[src/rtl/intt16_engine.sv]
// Sequential 16-point inverse NTT over Z_7681 using a single modular multiply-accumulate.
// Optional feature macro INTT_SCALE_EN adds the SCALE state that multiplies each sum by N^-1.
module intt16_engine #(
    parameter int DATA_W = 32
) (
    input  logic              clk,
    input  logic              rst,
    input  logic              in_valid,
    output logic              in_ready,
    input  logic [DATA_W-1:0] in_data,
    output logic              out_valid,
    input  logic              out_ready,
    output logic [DATA_W-1:0] out_data,
    output logic [3:0]        out_index,
    output logic              busy,
    output logic              done
);

    localparam logic [12:0] Q    = 13'd7681;
    localparam logic [12:0] NINV = 13'd7201;

    typedef enum logic [1:0] {
        ST_LOAD    = 2'd0,
        ST_COMPUTE = 2'd1,
`ifdef INTT_SCALE_EN
        ST_SCALE   = 2'd2,
`endif
        ST_OUTPUT  = 2'd3
    } state_t;

    function automatic logic [12:0] mod_in(input logic [DATA_W-1:0] x);
        return 13'(x % DATA_W'(7681));
    endfunction

    function automatic logic [12:0] mod_prod(input logic [25:0] x);
        return 13'(x % 26'd7681);
    endfunction

    function automatic logic [12:0] add_mod(input logic [12:0] a, input logic [12:0] b);
        logic [13:0] s;
        s = {1'b0, a} + {1'b0, b};
        return (s >= {1'b0, Q}) ? 13'(s - {1'b0, Q}) : s[12:0];
    endfunction

    // w^-m for the order-16 root 7098
    function automatic logic [12:0] winv(input logic [3:0] m);
        case (m)
            4'd0:    return 13'd1;
            4'd1:    return 13'd7154;
            4'd2:    return 13'd1213;
            4'd3:    return 13'd5953;
            4'd4:    return 13'd4298;
            4'd5:    return 13'd849;
            4'd6:    return 13'd5756;
            4'd7:    return 13'd583;
            4'd8:    return 13'd7680;
            4'd9:    return 13'd527;
            4'd10:   return 13'd6468;
            4'd11:   return 13'd1728;
            4'd12:   return 13'd3383;
            4'd13:   return 13'd6832;
            4'd14:   return 13'd1925;
            4'd15:   return 13'd7098;
            default: return 13'd0;
        endcase
    endfunction

    state_t      r_state, w_state_next;
    logic [12:0] r_buf [16];
    logic [3:0]  r_k, r_j;
    logic [12:0] r_acc;
    logic [12:0] r_out_data;
    logic [3:0]  r_out_index;
    logic        r_in_ready, r_out_valid, r_busy, r_done;
    logic        w_in_ready_next, w_out_valid_next, w_busy_next, w_done_next;
    logic        w_in_acc, w_out_acc;
    logic [3:0]  w_tw_idx;
    logic [25:0] w_prod;
    logic [12:0] w_acc_next;
`ifdef INTT_SCALE_EN
    logic [12:0] w_scaled;
    assign w_scaled = mod_prod(26'(r_acc) * 26'(NINV));
`endif

    assign w_in_acc   = in_valid & r_in_ready & (r_state == ST_LOAD);
    assign w_out_acc  = r_out_valid & out_ready & (r_state == ST_OUTPUT);
    // (j*k) mod 16 falls out of the 4-bit truncated product
    assign w_tw_idx   = r_j * r_k;
    assign w_prod     = 26'(r_buf[r_k]) * 26'(winv(w_tw_idx));
    assign w_acc_next = add_mod(r_acc, mod_prod(w_prod));

    // State register
    always_ff @(posedge clk or negedge rst) begin
        if (!rst) r_state <= ST_LOAD;
        else      r_state <= w_state_next;
    end

    // Next-state logic
    always_comb begin
        w_state_next = r_state;
        case (r_state)
            ST_LOAD: begin
                if (w_in_acc && (r_k == 4'd15)) w_state_next = ST_COMPUTE;
                else                            w_state_next = ST_LOAD;
            end
            ST_COMPUTE: begin
`ifdef INTT_SCALE_EN
                if (r_k == 4'd15) w_state_next = ST_SCALE;
`else
                if (r_k == 4'd15) w_state_next = ST_OUTPUT;
`endif
                else              w_state_next = ST_COMPUTE;
            end
`ifdef INTT_SCALE_EN
            ST_SCALE: w_state_next = ST_OUTPUT;
`endif
            ST_OUTPUT: begin
                if (w_out_acc) w_state_next = (r_j == 4'd15) ? ST_LOAD : ST_COMPUTE;
                else           w_state_next = ST_OUTPUT;
            end
            default: w_state_next = ST_LOAD;
        endcase
    end

    // Output decode, registered below so every status port comes from a flop
    always_comb begin
        w_in_ready_next  = (w_state_next == ST_LOAD);
        w_out_valid_next = (w_state_next == ST_OUTPUT);
        w_busy_next      = (w_state_next != ST_LOAD);
        w_done_next      = w_out_acc && (r_j == 4'd15);
    end

    // Status output registers
    always_ff @(posedge clk or negedge rst) begin
        if (!rst) begin
            r_in_ready  <= 1'b0;
            r_out_valid <= 1'b0;
            r_busy      <= 1'b0;
            r_done      <= 1'b0;
        end else begin
            r_in_ready  <= w_in_ready_next;
            r_out_valid <= w_out_valid_next;
            r_busy      <= w_busy_next;
            r_done      <= w_done_next;
        end
    end

    // Coefficient buffer, indices, accumulator and result registers
    always_ff @(posedge clk or negedge rst) begin
        if (!rst) begin
            for (int i = 0; i < 16; i++) r_buf[i] <= 13'd0;
            r_k         <= 4'd0;
            r_j         <= 4'd0;
            r_acc       <= 13'd0;
            r_out_data  <= 13'd0;
            r_out_index <= 4'd0;
        end else begin
            case (r_state)
                ST_LOAD: begin
                    if (w_in_acc) begin
                        r_buf[r_k] <= mod_in(in_data);
                        r_k        <= r_k + 4'd1;
                        if (r_k == 4'd15) begin
                            r_j   <= 4'd0;
                            r_acc <= 13'd0;
                        end
                    end
                end
                ST_COMPUTE: begin
                    r_acc <= w_acc_next;
                    r_k   <= r_k + 4'd1;
`ifndef INTT_SCALE_EN
                    if (r_k == 4'd15) begin
                        r_out_data  <= w_acc_next;
                        r_out_index <= r_j;
                    end
`endif
                end
`ifdef INTT_SCALE_EN
                ST_SCALE: begin
                    r_out_data  <= w_scaled;
                    r_out_index <= r_j;
                end
`endif
                ST_OUTPUT: begin
                    if (w_out_acc) begin
                        r_acc <= 13'd0;
                        if (r_j != 4'd15) r_j <= r_j + 4'd1;
                    end
                end
                default: r_k <= 4'd0;
            endcase
        end
    end

    assign in_ready  = r_in_ready;
    assign out_valid = r_out_valid;
    assign out_data  = {{(DATA_W-13){1'b0}}, r_out_data};
    assign out_index = r_out_index;
    assign busy      = r_busy;
    assign done      = r_done;

endmodule
[config.mk]
export PLATFORM = sky130hd
export DESIGN_NAME = intt16_engine
export DESIGN_NICKNAME = d
export VERILOG_FILES = /design/src/rtl/intt16_engine.sv
export SDC_FILE = /design/constraint.sdc
export NUM_CORES = 2
export LEC_CHECK = 0
export ABC_AREA = 1
export BUFFER_PORTS_ARGS = -buffer_cell sky130_fd_sc_hd__clkbuf_2
export CORE_MARGIN = 4
export CORE_UTILIZATION = 35
export DETAILED_ROUTE_END_ITERATION = 6
export PLACE_DENSITY = 0.47
export REMOVE_ABC_BUFFERS = 1
export SLEW_MARGIN = 20
export SYNTH_ARGS = -nofsm -noshare
export SYNTH_HDL_FRONTEND = slang
export SYNTH_SLANG_ARGS = --single-unit
[constraint.sdc]
create_clock -name clk -period 50.9 [get_ports clk]
set_clock_uncertainty 0.1 [all_clocks]
set_input_delay 10.18 -clock clk [delete_from_list [all_inputs] [get_ports clk]]
set_output_delay 10.18 -clock clk [all_outputs]
set_load 0.01 [all_outputs]
Yosys cells after proc, flatten, opt, wreduce, memory -nomap -nowiden
Memory sizes are Yosys's and may differ from the RTL's.
Cells that the tools add are included.
{"block": "classes", "add_sub_neg": 4, "multipliers": 2, "div_mod_pow": 2, "n_lt_le_gt_ge": 3, "eq_ne": 10, "muxes": 23, "bitwise_logic": 6, "reduce_logical": 13}
{"operator": "bitwise mux 208 bit", "n": 1}
{"operator": "2-to-1 mux 13 bit", "n": 7}
{"operator": "binary-select mux 13 bit (select 4 bit)", "n": 1}
{"operator": "demux 13 bit (select 4 bit)", "n": 1}
{"operator": "one-hot mux 13 bit (3 select lines)", "n": 1}
{"operator": "modulo 32 x 13 -> 32 bit (second input constant)", "n": 1}
{"operator": "modulo 26 x 13 -> 26 bit (second input constant)", "n": 1}
{"operator": "multiplier 13 x 13 -> 26 bit", "n": 1}
{"operator": "2-to-1 mux 4 bit", "n": 5}
{"operator": "adder 13 x 13 -> 14 bit", "n": 1}
{"operator": ">= comparator 14 x 13 -> 1 bit (second input constant)", "n": 1}
{"operator": "subtractor 13 bit (second input constant)", "n": 1}
{"operator": "one-hot mux 4 bit (3 select lines)", "n": 1}
{"operator": "adder 4 x 1 -> 4 bit (second input constant)", "n": 2}
{"operator": "== test 4 bit (second input constant)", "n": 2}
{"operator": "one-hot mux 4 bit (2 select lines)", "n": 1}
{"operator": "one-hot mux 2 bit (3 select lines)", "n": 1}
{"operator": "AND reduction 2 bit", "n": 3}
{"operator": ">= comparator 5 bit (second input constant)", "n": 1}
{"operator": "less-than comparator 5 x 1 -> 1 bit (second input constant)", "n": 1}
{"operator": "inverter 4 -> 5 bit", "n": 1}
{"operator": "AND reduction 5 bit", "n": 1}
{"operator": "bitwise AND 1 bit", "n": 4}
{"operator": "== test 2 bit (second input constant)", "n": 2}
{"operator": "13 further kinds", "n": 21}
{"block": "totals", "ff_bits": 252, "rom_bits": 208, "inputBits": 36, "output_inout_bits": 40, "word_cells": 90, "memories": 1}
{"name": "(no name shown)", "depth": 16, "word_bits": 13, "rd": 1, "rd_ports_with_merged_regs": 0, "wr": 0, "line_no": "47", "text": "case (m)"}

Logic depth before layout (Yosys ltp)
{"block": "depth", "depth_word": 10, "mapped_depth": 190}

Least setup slack after synthesis
Ideal clock, no wire load.
{"block": "synth_path", "kind": "input to register", "startpoint": "input in_data[19]", "endpoint": "register r_buf[103] (netlist bit)", "setup_ns": 0.116, "arrival_ns": 25.125, "slack_ns": 25.560, "cell_stages": 139, "path_cell_list": "buf_4 -> inv_1 -> nand3_2 -> nor2_2 -> nor2_4 -> nand2_4 -> nor2_1 -> nor2_4 -> nor2_4 -> nand2_4 -> nand2_4 -> nand2_4 -> buf_12 -> nand2_2 -> nand3_2 -> o21ai_4 -> nand2_2 -> buf_6 -> [103 not listed] -> nor2_2 -> nand2_2 -> nand2_2 -> nand3_4 -> buf_12 -> xor2_2 -> ha_1 -> nand3_2 -> nor2_8 -> nand2_2 -> nand2_2 -> nand2_4 -> buf_8 -> nand2_2 -> nand2_4 -> buf_8 -> nand3_2 -> nand2_2"}
{"block": "synth_between", "elab_chain_cells": 2}
{"item": "start, declared", "line_no": "10", "text": "input logic [DATA_W-1:0] in_data,"}
{"item": "modulo 32 x 13 -> 32 bit", "line_no": "32", "text": "return 13'(x % DATA_W'(7681));"}
{"item": "bitwise mux 208 bit", "line_no": "161", "text": "r_buf[r_k] <= mod_in(in_data);"}
{"item": "end signal, assigned by index", "line_no": "161"}
{"item": "end, declared", "line_no": "69", "text": "logic [12:0] r_buf [16];"}
Every way passes these cells.
A chain may end at the register's enable or synchronous reset.

Final worst setup path
{"block": "layout_path", "startpoint": "input in_data[19]", "endpoint": "register r_buf[15] (netlist bit)"}
The elaborated chain is that of the path after synthesis.

==> results.cfg <==
[synthesis]
syn_area_mm2 = 0.0382
netlist_instances = 5797
netlist.area_leader.share = 0.194
synth_most_common_cell = nand2_1
netlist_top_cells_area = nand2_1 19%, dfrtp_1 16%, inv_1 6.5%
synth_commonest_cells = 1976 x nand2_1, 661 x inv_1, 427 x nand3_1, 421 x nor2_1, 265 x nand2_2
synth_edf_count = 0
ys_async_sr_fraction = 1.00
synth_warnings = 0
ys.flop_type = dfrtp_1
yosysSeqAreaShare = 0.165
yosysTopAreaCell = nand2_1
ys_types = 83
yosys_register_bits = 252
post_synth.cell_area_avg_um2 = 6.60

[layout]
fin_nets = 6033
syn_to_final_growth_pct = 5.02
drive_gt1_frac = 0.176
final_util = 0.372
instances_no_fill = 7192

[timing]
fmax_mhz = 33.9
worst_pin_slew_ns = 0.953
hold_viol_final = 0
layout_min_cycle_time_ns = 29.50
finalMaxSlewViolations = 0
setup_viol = 0
layout_worst_path_cycle_share = 0.580
setup_tns_ns = 0
slew_headroom = 0.365
rsz0062_at_grt = false

[routing]
detail-route-antenna-nets = 0
wl_um = 110000
viasPerCell = 4.84
dr_total_vias = 34800
first_pass_iters = 6
routedWlPerCell_um = 15.3
drcViolationCount = 0
drtIter0Drc = 2224

[global_route]
first_global_vias = 34100
overflow = 0
grt_first_pass_wirelength_um = 182000
antenna_found_initial = 2
grt_use_total = 0.189
grt_max_degree = 69

[worst_hold_path]
min_path_type = reg2reg

[clocking]
cts_tree = done
clock_tree.buffer_depth = 3
cts_hold_buffers = 0
cts_buffers = 30
htreeDepth = 1
cts_repair_resize_count = 0
clock_latency_ns = 0.57
clock_sinks = 252
clk_pin_slew_worst_paths_ns = 0.06
post_cts_buffers = 0
clock-root-buffer = clkbuf_16

[placement]
routabilityCongestion = 0.830
port_buffers = 56
dp_hpwl_um = 86200
placed_cells = 7136

[floorplan]
fp-row-count = 120
core_mm2 = 0.108
die-area_mm2 = 0.115
die_w_um = 339
ios = 76
die_h_um = 339
initial_core_util = 0.355

[critical_path]
crit_type = in2reg
cp_slowest_stage_delay_ns = 0.60
startpoint_type = input pin
critical_path.max_fanout = 21
cpMaxStageDelayCell = o21ai_4
cp-end-kind = flip-flop
worstPathRequired_ns = 51.31
crit_path_frequent_cell = nand2_4
crit_arrival_ns = 29.90

[job]
max-cap-violations = 0

[outcome]
status = finished clean
==> cell type report <==
type,count,area [µm²]
timing repair buffer,85,508
multi-input combinational,4612,27500
clock inverter,10,85.1
inverter,784,3090
antenna,2,5.00
fill,11900,67600
tap,1403,1760
clock buffer,44,895
sequential,252,6310
==> sequential cells by signal, indices dropped and copies added, names as in the netlist <==
name and cells:
out_index 4, r_state 2, r_acc 13, r_k 4, r_buf 208, r_j 4
out_valid 1, r_out_data 13, in_ready 1, done 1, busy 1
==> through the flow <==
| step | worst slack (ns) | cell area [µm²] | hold WS, ns |
|---|---|---|---|
| finish | 21.40 | 40200 | 0.375 |
| global route | 18.38 | 40200 | 0.395 |
| CTS | 21.21 | 40200 | 0.376 |
| detailed placement | 20.62 | 39200 | 0.360 |
| global placement | 20.59 | 39200 | 0.358 |
| floorplan | 24.29 | 36900 | 0.344 |
==> cell usage in the layout (no fill, tap or decap), types with 7 or more instances in the layout <==
master / n
o21ai_4: 10
clkinv_2: 16
ha_1: 110
xor2_1: 125
nand2_2: 265
clkbuf_8: 7
or2_2: 9
dfrtp_1: 251
nor2_8: 7
o211ai_1: 16
clkbuf_16: 31
nand2_8: 8
and2_1: 7
clkinv_1: 27
buf_4: 29
o21ai_0: 120
nand3_1: 427
nand2_1: 1976
fa_1: 122
nor2_1: 417
clkinv_4: 7
inv_1: 660
nand3_2: 98
nor2_4: 52
a21oi_1: 101
nor2_2: 60
inv_2: 68
o21ai_1: 59
nand3b_1: 25
nor3_1: 26
nand3_4: 26
nand4_1: 117
clkbuf_2: 55
xnor2_1: 58
nand2_4: 214
o21ai_2: 9
a32o_1: 48
o22ai_1: 11
conb_1: 19
==> kinds of logic (layout without fill, tap and decap cells) <==
family,after synthesis,in the layout,synth area share
buffers and inverters,951,923,0.118
XOR/XNOR,187,187,0.0436
other,1,21,0.0000981
AND/OR/NAND/NOR,3762,3762,0.505
AO/OA/AOI/OAI,412,412,0.0690
adder cells (fa/ha/maj),232,232,0.0999
flip-flops,252,252,0.165
==> path summary, 6_finish.rpt <==
path / from / end / slack (ns) / cells past startpoint
max: in_data[19] / r_buf[15] / 21.40 / 129
min: out_index[1] / out_index[1] / 0.38 / 2
max reg2reg: r_j[1] / r_out_data[5] / 22.37 / 161
min reg2reg: out_index[1] / out_index[1] / 0.38 / 2
max in group asynchronous: rst / r_buf[57] / 39.87 / 2
min in group asynchronous: rst / busy / 9.44 / 1
==> layer usage <==
layer / routed length [µm] / vias to the layer above / GRT usage
met3: 3440 / 77 / 0.0169
met2: 51200 / 474 / 0.322
met4: 1440 / 0 / 0.0275
met5: 0 / - / 0
li1: - / 18100 / -
met1: 53800 / 16200 / 0.266
==> worst max-delay path: cells and delay by family <==
family / cells / cell delay [ns]
AOI/OAI and AO/OA: 3 / 0.95
xor gates and xnor gates: 2 / 0.57
adders and majority gates: 2 / 0.45
buffers and inverters: 9 / 0.93
and+or+nand+nor: 113 / 16.61
Power is left out: the tool's default activity adds up to more than one toggle a clock period on the data nets, which glitch-free logic cannot reach.
